<file path="config.mk">
export PLATFORM = sky130hd
export DESIGN_NAME = mux8_rr_arbiter_flat
export DESIGN_NICKNAME = d
export VERILOG_FILES = /design/src/rtl/mux8_rr_arbiter_pkg.sv /design/src/rtl/mux8_rr_arbiter_if.sv /design/src/rtl/mux8_rr_arbiter_rr_pick8.sv /design/src/rtl/mux8_rr_arbiter.sv /design/src/flat_wrapper.sv
export SDC_FILE = /design/constraint.sdc
export NUM_CORES = 1
export LEC_CHECK = 0
export CORE_UTILIZATION = 58
export DETAILED_ROUTE_END_ITERATION = 16
export HOLD_SLACK_MARGIN = 0.05
export PLACE_DENSITY = 0.86
export SYNTH_ARGS = -nofsm -noshare
export SYNTH_HDL_FRONTEND = slang
export SYNTH_SLANG_ARGS = --single-unit
</file>
<file path="constraint.sdc">
create_clock -name clk -period 5.95 [get_ports clk]
set_clock_uncertainty 0.05 [all_clocks]
set_input_delay 1.785 -clock clk [delete_from_list [all_inputs] [get_ports clk]]
set_output_delay 1.785 -clock clk [all_outputs]
set_load 0.1 [all_outputs]
</file>
<file path="src/rtl/mux8_rr_arbiter_pkg.sv">
// Shared definitions for the 8-way round-robin mux arbiter: FSM state
// encodings and requester/select widths.
package mux8_rr_arbiter_pkg;

    localparam int NREQ  = 8;
    localparam int SEL_W = 3;

    typedef enum logic [1:0] {
        ST_IDLE  = 2'd0,
        ST_GRANT = 2'd1,
        ST_GAP   = 2'd2
    } state_e;

endpackage : mux8_rr_arbiter_pkg

</file>
<file path="src/rtl/mux8_rr_arbiter_if.sv">
// Request/grant bundle between the requesting units (master) and the
// arbiter (slave) that drives the shared mux select.
interface mux8_rr_arbiter_if
    import mux8_rr_arbiter_pkg::*;
#(
    parameter int unsigned HOLD_W = 8
) ();

    logic [NREQ-1:0]   req;
    logic              arb_en;
    logic [SEL_W-1:0]  select;
    logic [NREQ-1:0]   grant;
    logic              sel_valid;
    logic [HOLD_W-1:0] hold_cnt;

    modport master (
        output req, arb_en,
        input  select, grant, sel_valid, hold_cnt
    );

    modport slave (
        input  req, arb_en,
        output select, grant, sel_valid, hold_cnt
    );

endinterface : mux8_rr_arbiter_if

</file>
<file path="src/rtl/mux8_rr_arbiter_rr_pick8.sv">
// Combinational round-robin picker: first set request bit scanning from
// ptr_i upward with wrap 7->0.
module rr_pick8
    import mux8_rr_arbiter_pkg::*;
(
    input  logic [NREQ-1:0]  req_i,
    input  logic [SEL_W-1:0] ptr_i,
    output logic [SEL_W-1:0] idx_o,
    output logic             found_o
);

    logic [NREQ-1:0]  rot;
    logic [SEL_W-1:0] off;

    // NOTE: every variable written here gets a default first, so no path
    // leaves it unassigned and no latch is inferred.
    always_comb begin
        rot = '0;
        off = '0;
        for (int j = 0; j < NREQ; j++) begin
            rot[j] = req_i[ptr_i + SEL_W'(j)];
        end
        // Descending scan so the lowest set bit of the rotated vector wins.
        for (int i = NREQ - 1; i >= 0; i--) begin
            if (rot[i]) off = SEL_W'(i);
        end
        idx_o   = ptr_i + off;
        found_o = |req_i;
    end

endmodule : rr_pick8

</file>
<file path="src/rtl/mux8_rr_arbiter.sv">
// Round-robin arbiter sharing one 8:1 mux among 8 level requesters, with a
// hold limit and a one-cycle break-before-make gap between owners.
module mux8_rr_arbiter
    import mux8_rr_arbiter_pkg::*;
#(
    parameter int unsigned MAX_HOLD = 16,
    parameter int unsigned HOLD_W   = 8
) (
    input  logic             clk,
    input  logic             rst,
    mux8_rr_arbiter_if.slave bus
);

    localparam logic [HOLD_W-1:0] HOLD_LIMIT =
        (MAX_HOLD == 0) ? '0 : HOLD_W'(MAX_HOLD - 1);

    state_e            state_q, state_d;
    logic [SEL_W-1:0]  ptr_q, ptr_d;
    logic [SEL_W-1:0]  select_q, select_d;
    logic [NREQ-1:0]   grant_q, grant_d;
    logic              sel_valid_q, sel_valid_d;
    logic [HOLD_W-1:0] hold_cnt_q, hold_cnt_d;

    logic [SEL_W-1:0]  win_idx;
    logic              win_found;
    logic              limit_hit;
    logic              release_grant;

    rr_pick8 u_pick (
        .req_i   (bus.req),
        .ptr_i   (ptr_q),
        .idx_o   (win_idx),
        .found_o (win_found)
    );

    // The limit only bites when someone else is actually waiting.
    assign limit_hit = (MAX_HOLD != 0) && (hold_cnt_q >= HOLD_LIMIT)
                       && (|(bus.req & ~grant_q));
    assign release_grant = !bus.req[select_q] || limit_hit;

    always_comb begin
        state_d     = state_q;
        ptr_d       = ptr_q;
        select_d    = select_q;
        grant_d     = grant_q;
        sel_valid_d = sel_valid_q;
        hold_cnt_d  = hold_cnt_q;

        unique case (state_q)
            ST_GRANT: begin
                hold_cnt_d = (hold_cnt_q == '1) ? hold_cnt_q : hold_cnt_q + 1'b1;
                if (release_grant) begin
                    state_d     = ST_GAP;
                    ptr_d       = select_q + 1'b1;
                    grant_d     = '0;
                    sel_valid_d = 1'b0;
                    hold_cnt_d  = '0;
                end
            end
            default: begin
                // IDLE and GAP arbitrate identically; select is left untouched when idle.
                if (bus.arb_en && win_found) begin
                    state_d     = ST_GRANT;
                    select_d    = win_idx;
                    grant_d     = NREQ'(1) << win_idx;
                    sel_valid_d = 1'b1;
                    hold_cnt_d  = '0;
                end else begin
                    state_d     = ST_IDLE;
                    grant_d     = '0;
                    sel_valid_d = 1'b0;
                    hold_cnt_d  = '0;
                end
            end
        endcase
    end

    // NOTE: state registers use non-blocking assignments so every flop
    // samples pre-edge values regardless of statement order.
    always_ff @(posedge clk) begin
        if (rst) begin
            state_q     <= ST_IDLE;
            ptr_q       <= '0;
            select_q    <= '0;
            grant_q     <= '0;
            sel_valid_q <= 1'b0;
            hold_cnt_q  <= '0;
        end else begin
            state_q     <= state_d;
            ptr_q       <= ptr_d;
            select_q    <= select_d;
            grant_q     <= grant_d;
            sel_valid_q <= sel_valid_d;
            hold_cnt_q  <= hold_cnt_d;
        end
    end

    assign bus.select    = select_q;
    assign bus.grant     = grant_q;
    assign bus.sel_valid = sel_valid_q;
    assign bus.hold_cnt  = hold_cnt_q;

endmodule : mux8_rr_arbiter

</file>
<file path="src/flat_wrapper.sv">
// flat-port wrapper written by rule: the top's interface ports become plain ports
module mux8_rr_arbiter_flat import mux8_rr_arbiter_pkg::*;
#(
    parameter int unsigned MAX_HOLD = 16,
    parameter int unsigned HOLD_W   = 8
)
  (clk, rst, bus_req, bus_arb_en, bus_select, bus_grant, bus_sel_valid, bus_hold_cnt);
  mux8_rr_arbiter_if #(.HOLD_W(HOLD_W)) bus_i ();
  input  logic clk;
  input  logic rst;
  input wire logic [$bits(bus_i.req)-1:0] bus_req;
  input wire logic [$bits(bus_i.arb_en)-1:0] bus_arb_en;
  output wire logic [$bits(bus_i.select)-1:0] bus_select;
  output wire logic [$bits(bus_i.grant)-1:0] bus_grant;
  output wire logic [$bits(bus_i.sel_valid)-1:0] bus_sel_valid;
  output wire logic [$bits(bus_i.hold_cnt)-1:0] bus_hold_cnt;
  assign bus_i.req = bus_req;
  assign bus_i.arb_en = bus_arb_en;
  assign bus_select = bus_i.select;
  assign bus_grant = bus_i.grant;
  assign bus_sel_valid = bus_i.sel_valid;
  assign bus_hold_cnt = bus_i.hold_cnt;
  mux8_rr_arbiter #(.MAX_HOLD(MAX_HOLD), .HOLD_W(HOLD_W)) u_core (.clk(clk), .rst(rst), .bus(bus_i));
endmodule
</file>
* Yosys cells after proc, flatten, opt, wreduce, memory -nomap -nowiden
Index checks and enable logic that the tools add are counted.
Word-level totals: flip-flop bits (word level) 25, latch bits 0, RAM bits 0, ROM bits 0, logic and storage cells 77, memories 0
Cells by class: $add $sub $neg 10, $mul 0, divide/modulo/power cells 0, $lt $le $gt $ge 10, eq/ne operators 3, shifts and indexed selects 1, multiplexer cells 35, bitwise logic cells 3, reduce and logical (&&, ||, !) cells 9
Operators by type and width (number):
- $lt A3 B4 Y1 const B | 9
- $bmux W1 S3 | 9
- $mux W3 | 8
- $mux W8 | 3
- $reduce_or A8 Y1 | 2
- $mux W1 | 13
- $add A3 B3 Y3 const B | 4
- $add A8 B1 Y8 const B | 1
- $and A8 B8 Y8 | 1
- $eq A8 B8 Y1 const B | 1
- $ge A8 B4 Y1 const B | 1
- $not A8 Y8 | 1
- $shl A1 B3 Y8 const A | 1
- $add A3 B1 Y3 const B | 2
- $add A3 B2 Y3 const B | 2
- $mux W2 | 2
- $reduce_and A2 Y1 | 2
- $add A3 B3 Y3 | 1
- $reduce_or A3 Y1 | 1
- $eq A2 B1 Y1 const B | 1
- $logic_and A1 B1 Y1 | 2
- $ne A2 B1 Y1 const B | 1
- $logic_not A1 Y1 | 1
- $logic_or A1 B1 Y1 | 1
- $not A1 Y1 | 1

* Depth between registers and ports, before layout
Gate-level depths: netlist of the first run.
depth after elaboration 15, mapped depth 17, gate-level depth less buffers 15

* Cells and area by module
From an unflattened synthesis of the first run, not the netlist that was laid out.
Unflattened totals: cell total of the unflattened synthesis 186, area total of the unflattened synthesis 1801.7 um2
By module, submodules not included:
- mux8_rr_arbiter | instances 1, cells an instance 117, area each 1143.6 um2, seq. area each 480.5 um2
- rr_pick8 | instances 1, cells an instance 69, area each 658.1 um2, seq. area each 0.0 um2

* Worst setup path before layout of the first run
OpenSTA, ideal clock, no wires.
path type in2reg, start input bus_req[1], end register u_core.grant_q[6], in the netlist u_core.bus.grant[6], library setup time 0.119 ns, arrival 4.331 ns, setup slack 1.450 ns, stages on the path 12, cells stage by stage mux4_1 -> mux2i_4 -> a21oi_1 -> o21ai_0 -> nand2_1 -> a221oi_1 -> ha_1 -> inv_1 -> fa_1 -> xnor2_1 -> nand3_1 -> a32o_1
Between the ends: longest elaborated chain between the ends 14
Ends and longest elaborated chain:
- from (decl) | RTL line flat_wrapper.sv:11 | input wire logic [$bits(bus_i.req)-1:0] bus_req;
- $bmux W1 S3 | RTL line mux8_rr_arbiter_rr_pick8.sv:21 | rot[j] = req_i[ptr_i + SEL_W'(j)];
- $mux W1 (implied by the code) | RTL line mux8_rr_arbiter_rr_pick8.sv:21
- $mux W3 (8 in series) | RTL line mux8_rr_arbiter_rr_pick8.sv:25 | if (rot[i]) off = SEL_W'(i);
- $add A3 B3 Y3 | RTL line mux8_rr_arbiter_rr_pick8.sv:27 | idx_o = ptr_i + off;
- $shl A1 B3 Y8 | RTL line mux8_rr_arbiter.sv:65 | grant_d = NREQ'(1) << win_idx;
- $mux W8 | RTL line mux8_rr_arbiter.sv:62 | if (bus.arb_en && win_found) begin
- $mux W8 | RTL line mux8_rr_arbiter.sv:49 | unique case (state_q)
- to (signal assigned) | RTL line mux8_rr_arbiter.sv:92 | grant_q <= grant_d;
- to (decl) | RTL line mux8_rr_arbiter.sv:20 | logic [NREQ-1:0] grant_q, grant_d;
Several ways; a longest one is shown, not always the timed one. The select of a mux whose other input is x is not followed. A chain may end at the register's enable or synchronous reset.

* Final worst setup path of the first run
start input bus_req[0], end register u_core.grant_q[6], in the netlist u_core.bus.grant[6]
Same word-level chain as after synthesis.

==> impl_metrics.ini, run 1 <==
[routing]
first_pass_iters = 4
vias = 1697
wl_per_cell_um = 17.0
drtIter0Drc = 98
drcViolationCount = 0
postRouteWirelength_um = 4530
viasPerCell = 6.36
final_antenna_net_count = 0

[clocking]
post_cts_resized = 0
clockBufferDepth = 2
cts_made_buffers = 3
clock_latency_ns = 0.31
tritoncts = built
post_cts_buffers = 0
clk_pin_slew_ns = 0.13
htreeDepth = 1
cts_hold_buf = 0
root_buffer = clkbuf_4
cts.sinks = 24

[worst_setup_path]
r2r_cells = 12
cp.required_ns = 6.12
path_max_fanout = 8
start_kind = primary input
cp-end-kind = flip-flop
cp_data_arrival_time_ns = 5.22
crit_type = primary input to flip-flop

[global_routing]
grt-ovfl-total = 0
antenna_found_initial = 0
grt_max_degree = 15
grt_pass1_wl_um = 7670
grt_pass1_vias = 1689
track_usage_pct = 28.9

[yosys]
netlist_instances = 198
yosysSeqAreaShare_pct = 25.4
synth_edf_count = 0
synth.cell_area_um2 = 1890
synth.distinct_cells = 49
synth.area.top_cells = dfxtp_1 25%, mux4_2 11%, mux4_1 6.9%
synth_top_cells_by_count = 24 x dfxtp_1, 23 x nor2_1, 14 x nand3_1
syn_nets = 215
syn_avg_cell_area_um2 = 9.57
synth_ff_type = dfxtp_1
synth.most_common_cell = dfxtp_1
async_flop_share_pct = 0
synth.largest_area_cell = dfxtp_1
ys_seq_elements = 24
yosys_warnings = 0
synth_top_area_share_pct = 25.4

[timing]
slew_headroom_pct = 30.2
finalHoldViolCount = 0
rsz0062_at_grt = no
finalCriticalPeriod_ns = 5.05
period_share_pct = 84.9
max_freq_mhz = 198
tns_ns = 0
final-setup-viol-count = 0
hold_slack_ns = 0.454
worst_pin_slew_ns = 1.04
drv_slew = 0

[min_path]
whs_path_depth = 2
hp-class = flip-flop to flip-flop

[final_layout]
num_antenna_cells = 0
num-fill-cells = 230
area_growth_pct = 18.0
multi_input_area_um2 = 1330
drive_above_1_share_pct = 10.8
postLayoutCellArea_um2 = 2240
nNetsFinal = 241
seq_area_um2 = 480
utilization_pct = 72.6

[floorplan]
ios = 31
start_util_pct = 61.5
coreArea_um2 = 3080
die_y_um = 59.2
die_w_um = 59.2
fp.dieArea_um2 = 3500
rows = 20

[power]
p_leak_uw = 0.000762
power_density_nw_per_um2 = 243
ir_worst_vdd_mv = 0.208

[placement]
hpwl_um = 3490
gp_congestion = 0.908
place_area_um2 = 2200
io_buffers = 30

[flow_run]
maxCapViolations = 0

[run_status]
status = complete, no violations
## area by class of cell
cell class,instances,area share [%]
Multi-Input combinational cell,155,59.3
Sequential cell,24,21.5
Inverter,10,1.68
Tap cell,44,2.46
Timing Repair Buffer,30,13.4
Clock buffer,4,1.62
## kinds of logic (layout without fill, tap and decap cells)
logic type	after synthesis	count (layout)	synth area share, %
compound gates	34	34	14.3
xor+xnor	9	9	4.16
fa+ha+maj	6	6	4.36
buf+inv	19	44	4.62
flops	24	24	25.4
mux	26	26	24.9
simple gates	80	80	22.3
## metal layers
layer / global-route usage (%) / wire (um) / vias up
li1: - / - / 804
met1: 34.8 / 1880 / 804
met2: 51.5 / 2280 / 69
met3: 2.84 / 190 / 20
met4: 14.3 / 179 / 0
met5: 0 / 0 / -
## state kept, by name (all words and copies together), names as in the netlist
| name | flops |
|---|---|
| u_core.bus.grant | 8 |
| u_core.bus.hold_cnt | 8 |
| u_core.bus.select | 3 |
| u_core.ptr_q | 3 |
| u_core.state_q | 2 |
## per-stage QoR
stage	worst slack, ns	total power [uW]	std cells
after floorplan	1.45	406	198
final	0.901	544	267
after global placement	0.675	453	263
after detailed placement	0.574	460	263
after CTS	0.918	545	267
after global routing	0.636	573	267
## final timing paths
kind                                                  startpoint                                to  slack [ns]
worst min register to register  u_core.bus.grant[0]$_SDFFE_PP0P_  u_core.bus.grant[0]$_SDFFE_PP0P_        0.45
worst max register to register      u_core.ptr_q[0]$_SDFFE_PP0P_  u_core.bus.grant[3]$_SDFFE_PP0P_        1.57
worst min-delay path            u_core.bus.grant[0]$_SDFFE_PP0P_  u_core.bus.grant[0]$_SDFFE_PP0P_        0.45
worst max-delay path                                  bus_req[0]  u_core.bus.grant[6]$_SDFFE_PP0P_        0.90
## power breakdown
part	total (uW)	switching [uW]	internal, uW
sequential	192	20.0	172
combinational	268	165	103
clock	84.7	47.3	37.3
total	544	232	312
## cells in the final DEF (no fill, tap or decap), types with 2 or more instances in the layout
master	count
o211ai_1	2
a211oi_1	4
mux2i_1	9
nand3_1	14
nor2b_1	7
mux4_2	9
and3_1	2
xnor2_1	5
o21ai_0	8
xor2_1	4
nand2b_1	4
nor3_1	6
or4_1	2
ha_1	5
inv_1	9
nand2_1	11
clkdlybuf4s50_1	30
nand4bb_1	2
a22oi_1	3
clkbuf_4	3
mux4_1	5
a31oi_1	3
a21oi_1	2
nand4b_1	2
nor2_1	23
dfxtp_1	24
nor4_1	3
a32o_1	3
## worst max-delay path, stage by stage
cell	delay [ns]
clkdlybuf4s50_1	0.54
mux4_1	0.61
mux2i_4	0.21
a21oi_1	0.11
o21ai_0	0.17
nand2_1	0.07
a221oi_1	0.26
ha_1	0.20
inv_1	0.05
fa_1	0.41
xnor2_1	0.39
nand3_1	0.14
a32o_1	0.28
No activity file was read; power rests on OpenSTA's default activity.
==> run 2, diff against run 1 <==
--- a/config.mk
+++ b/config.mk
@@ -5,10 +5,10 @@
 export SDC_FILE = /design/constraint.sdc
 export NUM_CORES = 1
 export LEC_CHECK = 0
-export CORE_UTILIZATION = 58
+export CORE_UTILIZATION = 48
 export DETAILED_ROUTE_END_ITERATION = 16
 export HOLD_SLACK_MARGIN = 0.05
-export PLACE_DENSITY = 0.86
+export PLACE_DENSITY = 0.76
 export SYNTH_ARGS = -nofsm -noshare
 export SYNTH_HDL_FRONTEND = slang
 export SYNTH_SLANG_ARGS = --single-unit
==> constraint.sdc (replaced) <==
create_clock -name clk -period 4.6 [get_ports clk]
set_clock_uncertainty 0.05 [all_clocks]
set_input_delay 1.38 -clock clk [delete_from_list [all_inputs] [get_ports clk]]
set_output_delay 1.38 -clock clk [all_outputs]
set_load 0.1 [all_outputs]
==> run 2 against run 1 <==
- utilization down 4.7 points
- clock-buffer cell count down 1
- non-clock buffer count up 29
- worst setup slack worse by 0.75 ns
- cell area up 13%
- global-route usage down 4.1 points
- via count up 4.7%
- highest routed layer unchanged
==> impl_metrics.ini, run 2 (synthesized netlist as in run 1, its figures left out) <==
[run_status]
status = complete, no violations

[worst_setup_path]
r2r_cells = 15
cp.required_ns = 4.77
cp-end-kind = flip-flop
path_max_fanout = 5
slowest_delay_ns = 0.50
start_kind = primary input
cp_top_family = multiplexers
cp_data_arrival_time_ns = 4.62
crit_buf_inv = 3
crit_path_top_delay_cell = mux4_2
crit_type = primary input to flip-flop
path_cells = clkdlybuf4s50_1 -> buf_4 -> mux4_2 -> mux2_2 -> a21oi_1 -> o21ai_0 -> nand2_1 -> a221oi_2 -> ha_1 -> inv_1 -> fa_2 -> nand4bb_4 -> nor2_1 -> o21ai_0 -> nand3_1
crit_cells = 15
cp_common_cell = o21ai_0

[timing]
period_share_pct = 96.8
rsz0062_at_grt = no
final-setup-viol-count = 0
slew_headroom_pct = 35.1
finalHoldViolCount = 0
finalCriticalPeriod_ns = 4.45
drv_slew = 0
max_freq_mhz = 225
hold_slack_ns = 0.473
worst_pin_slew_ns = 0.970

[clocking]
tritoncts = built
clock_latency_ns = 0.27
cts.sinks = 24
cts_made_buffers = 3
htreeDepth = 1
clockBufferDepth = 2
root_buffer = clkbuf_8
clk_pin_slew_ns = 0.09
cts_hold_buf = 0

[floorplan]
start_util_pct = 51.0
ios = 31
fp.dieArea_um2 = 4200
die_y_um = 64.8
coreArea_um2 = 3720
die_w_um = 64.8
rows = 22

[final_layout]
area_growth_pct = 33.4
utilization_pct = 68.0
drive_above_1_share_pct = 24.2
nNetsFinal = 270
postLayoutCellArea_um2 = 2530
num_antenna_cells = 0
layout.cells.non_filler = 300
final_cell_mix = 30 x clkdlybuf4s50_1, 29 x buf_4, 24 x dfxtp_1
final_common_cell = clkdlybuf4s50_1

[routing]
drcViolationCount = 0
postRouteWirelength_um = 4860
viasPerCell = 5.92
drtIter0Drc = 110
first_pass_iters = 4
wl_per_cell_um = 16.2
final_antenna_net_count = 0
vias = 1777

[global_routing]
use_met1_pct = 36.5
grt_busiest_layer = met2
track_usage_pct = 24.8
met3_usage_pct = 4.23
grt_pass1_wl_um = 8090
met2_usage_pct = 38.8
grt_max_degree = 15
grt-ovfl-total = 0
antenna_found_initial = 0
grt_pass1_vias = 1653

[placement]
hpwl_um = 3640
dp_cells = 296
place_area_um2 = 2420
gp_congestion = 0.851
io_buffers = 30

[flow_run]
maxCapViolations = 0

[power]
p_leak_uw = 0.000921
power_density_nw_per_um2 = 337
ir_worst_vdd_mv = 0.353
total_power_uw = 853

[min_path]
whs_path_depth = 2
hp-class = flip-flop to flip-flop
## run 2: cell types whose count changed in the layout (fill, tap and decap cells not counted), sizes merged
cell    delta
buf       +29
bufinv     +1
clkbuf     -1
## run 2: cell type report
cell class              count  area [um^2]
multi-input cells         155         1360
repair buffers             59          518
well taps                  48         60.1
clock inverters             1         30.0
clock buffers               3         41.3
inverters                  10         37.5
flip-flops and latches     24          480
fillers                   301         1190
## run 2: worst reg2reg max path, delay by kind of cell, from the launching register on
kind	cells	cell delay, ns
DFF	1	0.36
adders and majority gates	3	1.21
AOI/OAI and AO/OA	4	0.40
buffers and inverters	2	0.18
muxes	2	0.91
and+or+nand+nor	4	0.56
## run 2: what timing repair did
action / CTS / global route
endpoints found under the setup margin: 0 / 9
buffers inserted: 0 / 0
resized for setup: 0 / 8
## run 2: routing by layer
layer  vias to the layer above  wire length, um
met5                         -                0
met4                         0               42
met3                         6              282
met2                        55             2260
met1                       854             2270
li1                        862                -
## run 2: path summary, 6_finish.rpt
check	startpoint	to	slack, ns
max	bus_req[6]	u_core.bus.grant[7]$_SDFFE_PP0P_	0.15
max reg2reg	u_core.ptr_q[1]$_SDFFE_PP0P_	u_core.bus.grant[7]$_SDFFE_PP0P_	0.87
min reg2reg	u_core.bus.grant[0]$_SDFFE_PP0P_	u_core.bus.grant[0]$_SDFFE_PP0P_	0.47
min	u_core.bus.grant[0]$_SDFFE_PP0P_	u_core.bus.grant[0]$_SDFFE_PP0P_	0.47
## run 2: stage by stage
stage | TNS [ns] | setup WS [ns]
5_1_grt | 0 | 0.00581
2_1_floorplan | 0 | 0.505
3_3_place_gp | -0.538 | -0.123
6_report | 0 | 0.149
3_5_place_dp | -1.69 | -0.281
4_1_cts | 0 | 0.00296
## run 2: power by group
group          total [uW]  leakage [uW]  internal [uW]  switching (uW)
combinational         422      0.000691            181             241
sequential            243      0.000195            222            21.4
clock                 188     0.0000357            116            71.4
